$ cat src/rtl/main_module.sv
// main_module: streaming multiply-accumulate (correlation) engine for the OCR datapath.
// Optional feature macro ONE_BY_N_EN adds a reciprocal ROM and an output stage presenting the window mean.
module main_module #(
    parameter int DW = 8,
    parameter int AW = 32
) (
    input  logic          CLK,
    input  logic          RST,
    input  logic [DW-1:0] Xn,
    input  logic [DW-1:0] Cn,
    input  logic [DW-1:0] IP_COUN,
    output logic [AW-1:0] OP_AR
);

    // Stage 1: input capture
    logic [DW-1:0]   px_q;
    logic [DW-1:0]   pc_q;
    logic [DW-1:0]   pcnt_q;

    // Stage 2: multiply-accumulate
    logic [2*DW-1:0] prod;
    logic [AW-1:0]   acc_d;
    logic [AW-1:0]   acc_q;

    always_comb begin
        prod  = px_q * pc_q;
        // A zero index opens a new window; any other value keeps accumulating, wrapping silently.
        acc_d = (pcnt_q == '0) ? AW'(prod) : acc_q + AW'(prod);
    end

    // NOTE: sequential state uses non-blocking assignments so every register samples pre-edge values.
    always_ff @(posedge CLK or negedge RST) begin
        if (!RST) begin
            px_q   <= '0;
            pc_q   <= '0;
            pcnt_q <= '0;
            acc_q  <= '0;
        end else begin
            px_q   <= Xn;
            pc_q   <= Cn;
            pcnt_q <= IP_COUN;
            acc_q  <= acc_d;
        end
    end

`ifdef ONE_BY_N_EN
    localparam int RW = 17;

    // acnt_q is the window index of the value currently held in acc_q.
    logic [DW-1:0]    acnt_q;
    logic [RW-1:0]    recip [2**DW];
    logic [AW+RW-1:0] scaled;
    logic [AW-1:0]    out_d;
    logic [AW-1:0]    out_q;

    // Constant table: recip[n] = floor(65536/(n+1)), so recip[0] = 65536 needs the 17th bit.
    for (genvar n = 0; n < 2**DW; n++) begin : g_recip
        assign recip[n] = RW'(65536 / (n + 1));
    end

    always_comb begin
        scaled = (AW+RW)'(acc_q) * (AW+RW)'(recip[acnt_q]);
        out_d  = AW'(scaled >> 16);
    end

    always_ff @(posedge CLK or negedge RST) begin
        if (!RST) begin
            acnt_q <= '0;
            out_q  <= '0;
        end else begin
            acnt_q <= pcnt_q;
            out_q  <= out_d;
        end
    end

    assign OP_AR = out_q;
`else
    assign OP_AR = acc_q;
`endif

endmodule

$ cat config.mk
export PLATFORM = sky130hd
export DESIGN_NAME = main_module
export DESIGN_NICKNAME = d
export VERILOG_FILES = /design/src/rtl/main_module.sv
export SDC_FILE = /design/constraint.sdc
export NUM_CORES = 1
export LEC_CHECK = 0
export ABC_AREA = 1
export CORE_ASPECT_RATIO = 1.5
export CORE_UTILIZATION = 50
export DETAILED_ROUTE_END_ITERATION = 8
export PLACE_DENSITY = 0.74
export SLEW_MARGIN = 20
export SYNTH_ARGS = -nofsm -noshare
export SYNTH_HDL_FRONTEND = slang
export SYNTH_SLANG_ARGS = --single-unit
$ cat constraint.sdc
create_clock -name CLK -period 14.6 [get_ports CLK]
set_input_delay 1.46 -clock CLK [delete_from_list [all_inputs] [get_ports CLK]]
set_output_delay 1.46 -clock CLK [all_outputs]
set_load 0.01 [all_outputs]
Word level (Yosys, flattened, before mapping)
Index checks and enable logic that the tools add are counted.
{"block": "totals", "regBits": 56, "elab_cells": 8, "output_inout_bits": 32}
{"block": "classes", "muxes": 1, "add_sub_neg": 1, "reduce_logical": 1, "mul": 1}
{"op": "$add 32x16->32", "n": 1}
{"op": "$mux 32", "n": 1}
{"op": "$mul 8x8->16", "n": 1}
{"op": "$logic_not 8->1", "n": 1}

Longest topological paths before layout
{"block": "depth", "word_depth": 3, "ltp_mapped": 32, "depth_no_buf": 31}

Least setup slack after synthesis
OpenSTA, ideal clock, no wires.
{"block": "synth_path", "kind": "reg-to-reg", "from": "reg px_q[0]", "to": "reg acc_q[27], in the netlist OP_AR[27]", "stages_incl_launch_ff": 27, "arrival_time_ns": 4.922, "n_path_buf": 1, "slack_ns": 9.559, "synth_period_minus_slack_ns": 5.041, "setup_time_ns": 0.119, "cell_sequence": "dfrtp_1 clkbuf_1 nand2_1 fa_1 fa_1 inv_1 fa_1 inv_1 fa_1 inv_1 ha_1 nand2_1 nand2_1 a21oi_1 nand2_1 nand2_1 nand3_1 and2_1 ha_1 a21oi_1 nand2_1 a21oi_1 inv_1 nand2_1 nand3_1 nand2_1 nor2_1"}
{"block": "synth_between", "elab_chain_len": 3}
{"item": "from (decl)", "line_no": "16", "rtl": "logic [DW-1:0] px_q;"}
{"item": "from (signal assigned)", "line_no": "39", "rtl": "px_q <= Xn;"}
{"item": "$mul 8x8->16", "line_no": "26", "rtl": "prod = px_q * pc_q;"}
{"item": "$add 32x16->32", "line_no": "28", "rtl": "acc_d = (pcnt_q == '0) ? AW'(prod) : acc_q + AW'(prod);"}
{"item": "$mux 32", "line_no": "28"}
{"item": "net acc_d[27]", "line_no": "22", "rtl": "logic [AW-1:0] acc_d;"}
{"item": "to (signal assigned)", "line_no": "37", "rtl": "acc_q <= '0;"}
{"item": "to (signal assigned)", "line_no": "42", "rtl": "acc_q <= acc_d;"}
{"item": "to (decl)", "line_no": "23", "rtl": "logic [AW-1:0] acc_q;"}
The timed path passes the listed nets, and every way through them passes these cells.

Worst setup path in the final report
{"block": "layout_path", "from": "reg px_q[0]", "to": "reg acc_q[31], in the netlist OP_AR[31]"}
Same word-level chain as after synthesis.

==> flow_summary.ini <==
[status]
status = completed

[worst_setup_path]
cp_max_fo = 8
worstPathRequired_ns = 14.79
cp_slowest_cell = fa_1
critPathKind = register to register
worst_setup_path_start_kind = register
critPathArrivalTime_ns = 5.89
crit_path_max_incr_delay_ns = 0.56
end_kind = register
cp_common_cell = nand2_1

[detailed_routing]
drt_iter0_markers = 194
firstDrtPassIters = 5
drt_wl_total_um = 13800
num_vias = 5091
viasPerCell = 4.95
drc_errors = 0
routed.top_layer = met4
wl_per_cell_um = 13.4
wl_met3_um = 460
wl_met2_um = 7620
ant_nets = 0
wl_met1_um = 5180

[sta]
skew_ns = 0.00606
period_minus_slack_ns = 5.70
holdWs_ns = 0.592
finalHoldViolations = 0
relSlewSlack = 0.468
rsz0062_at_grt = no
max_freq_mhz = 175
fin_tns_setup_ns = 0
timing.final.crit_share = 0.391
maxSlewViolCount = 0
setup_viol_count_final = 0
worstMarginPinSlew_ns = 0.797

[floorplanning]
die_h_um = 134
dieArea_um2 = 12000
io_pins = 58
die_w_um = 89.8
fp-row-count = 47
coreArea_um2 = 11200
floorplan.initialDensity = 0.517

[power]
power_density_nw_per_um2 = 228
combPwrFrac = 0.759
power.switching_uw = 827
swShare = 0.550
clkPwrFrac = 0.080
ir_drop_uv = 106
p_seq_frac = 0.161
p_leak_nw = 3.88
p_int_uw = 676

[worst_hold_path]
hold_class = register to register

[yosys]
synth-seq-cells = 56
syn_nets = 953
ys.flop_type = dfrtp_1
synth_top_cell_by_area = dfrtp_1
synth_cell_type_count = 34
synthArstFlopShare = 1.00
synth_top_area_share = 0.242
syn_area_per_cell_um2 = 6.91
yosysMostFrequentCell = nand2_1
synthesis.area_um2 = 5780
yosys-top-cells-area = dfrtp_1 24%, nand2_1 16%, fa_1 13%
yosys_warnings = 0
synth.top_cells.by_count = 250 x nand2_1, 195 x inv_1, 56 x dfrtp_1
synth-edff-count = 0
ys_seq_area_frac = 0.242
synthCells = 836

[grt]
grtUsageTotal = 0.249
overflow = 0
grt_start_max_net_pins = 57
grt_pass1_vias = 5367
grt_pass1_wl_um = 23800
antenna_found_initial = 0

[clock_tree]
clk_path_buf_depth = 2
htree_levels = 2
clkTransAtPathRegs_ns = 0.07
numCtsBuffers = 5
clkLatencyLatePin_ns = 0.30
cts_hold_buf = 0
cts_resized = 0
root_buffer = clkbuf_16
cts.sinks = 56
cts_tree = built
cts_setup_buffers = 0

[layout]
utilization = 0.589
fill_cells = 1059
final_area_um2 = 6580
n_antenna_cell = 0
syn2layout_area_growth_pct = 13.9
seqCellArea_um2 = 1400
layout.nets = 998
layoutNonFillerInstCount = 1028
drive_gt1_frac = 0.0329
multi_input_area_um2 = 3550

[job]
maxCapViolations = 0

[place]
place_inst = 1021
place_area_um2 = 6440
hpwl_um = 11400
place_congestion = 0.962
numPortBuffers = 57
[layout make-up]
class | count | share of cell area
multi-input cells | 564 | 0.539
well taps | 147 | 0.0280
clock inverters | 2 | 0.00190
inverters | 196 | 0.112
flip-flops and latches | 56 | 0.213
clock buffers | 5 | 0.0190
repair buffers | 58 | 0.0871
[per-layer routing]
metal | vias up | track usage
li1 | 2606 | -
met1 | 2332 | 0.259
met2 | 113 | 0.492
met3 | 40 | 0.0211
met4 | 0 | 0.121
met5 | - | 0
[cell families after synthesis]
family	synth area share
AND/OR/NAND/NOR	0.296
AO/OA/AOI/OAI	0.0543
adder cells (fa/ha/maj)	0.245
buffers and inverters	0.144
XOR/XNOR	0.0182
flip-flops	0.242
[power by group through the flow]
stage | clock [mW] | sequential, mW | combinational, mW
2_1_floorplan | 0 | 0.243 | 0.818
3_3_place_gp | 0 | 0.245 | 1.12
3_5_place_dp | 0 | 0.245 | 1.13
4_1_cts | 0.123 | 0.243 | 1.14
5_1_grt | 0.127 | 0.247 | 1.31
6_report | 0.120 | 0.242 | 1.14
[cells in the final DEF, fill, tap and decap left out, types with 3 or more instances in the layout]
cell type        instances
xor2_1                   7
xnor2_1                  5
o21ai_0                 18
clkdlybuf4s50_1         56
nand2_1                250
nor3_1                   9
ha_1                    54
a21oi_1                 31
nand3b_1                 3
dfrtp_1                 56
or2_1                    3
nor2_2                   5
inv_1                  195
o21bai_1                 3
fa_1                    37
nor2_1                  51
nand4_1                 10
clkbuf_16                5
and2_1                   5
nand3_1                 52
nand2_2                  6
[path summary, 6_finish.rpt]
| path | slack [ns] | depth (start not counted) | endpoint | start |
|---|---|---|---|---|
| max | 8.90 | 25 | OP_AR[31] | px_q[0] |
| min in group asynchronous | 1.30 | 2 | OP_AR[1] | RST |
| min | 0.59 | 3 | OP_AR[23] | OP_AR[23] |
| max reg2reg | 8.90 | 25 | OP_AR[31] | px_q[0] |
| min reg2reg | 0.59 | 3 | OP_AR[23] | OP_AR[23] |
| max in group asynchronous | 12.80 | 2 | pc_q[4] | RST |
[through the flow]
step                total power [mW]  setup WS (ns)
floorplan                       1.06           9.56
global placement                1.36           9.00
detailed placement              1.38           9.00
CTS                             1.51           8.96
global route                    1.68           8.51
finish                          1.50           8.90
[critical path: cells and delay by family (launching register included)]
family                   cells  cell delay [ns]
flip-flops                   1             0.52
AND/OR/NAND/NOR             12             1.33
buffers and inverters        5             0.30
adder cells (fa/ha/maj)      6             2.82
AO/OA/AOI/OAI                2             0.62
[sequential cells by signal, indices dropped and copies added (netlist names)]
| register | cells |
|---|---|
| px_q | 8 |
| OP_AR | 32 |
| pc_q | 8 |
| pcnt_q | 8 |
No activity file was read; power rests on OpenSTA's default activity.
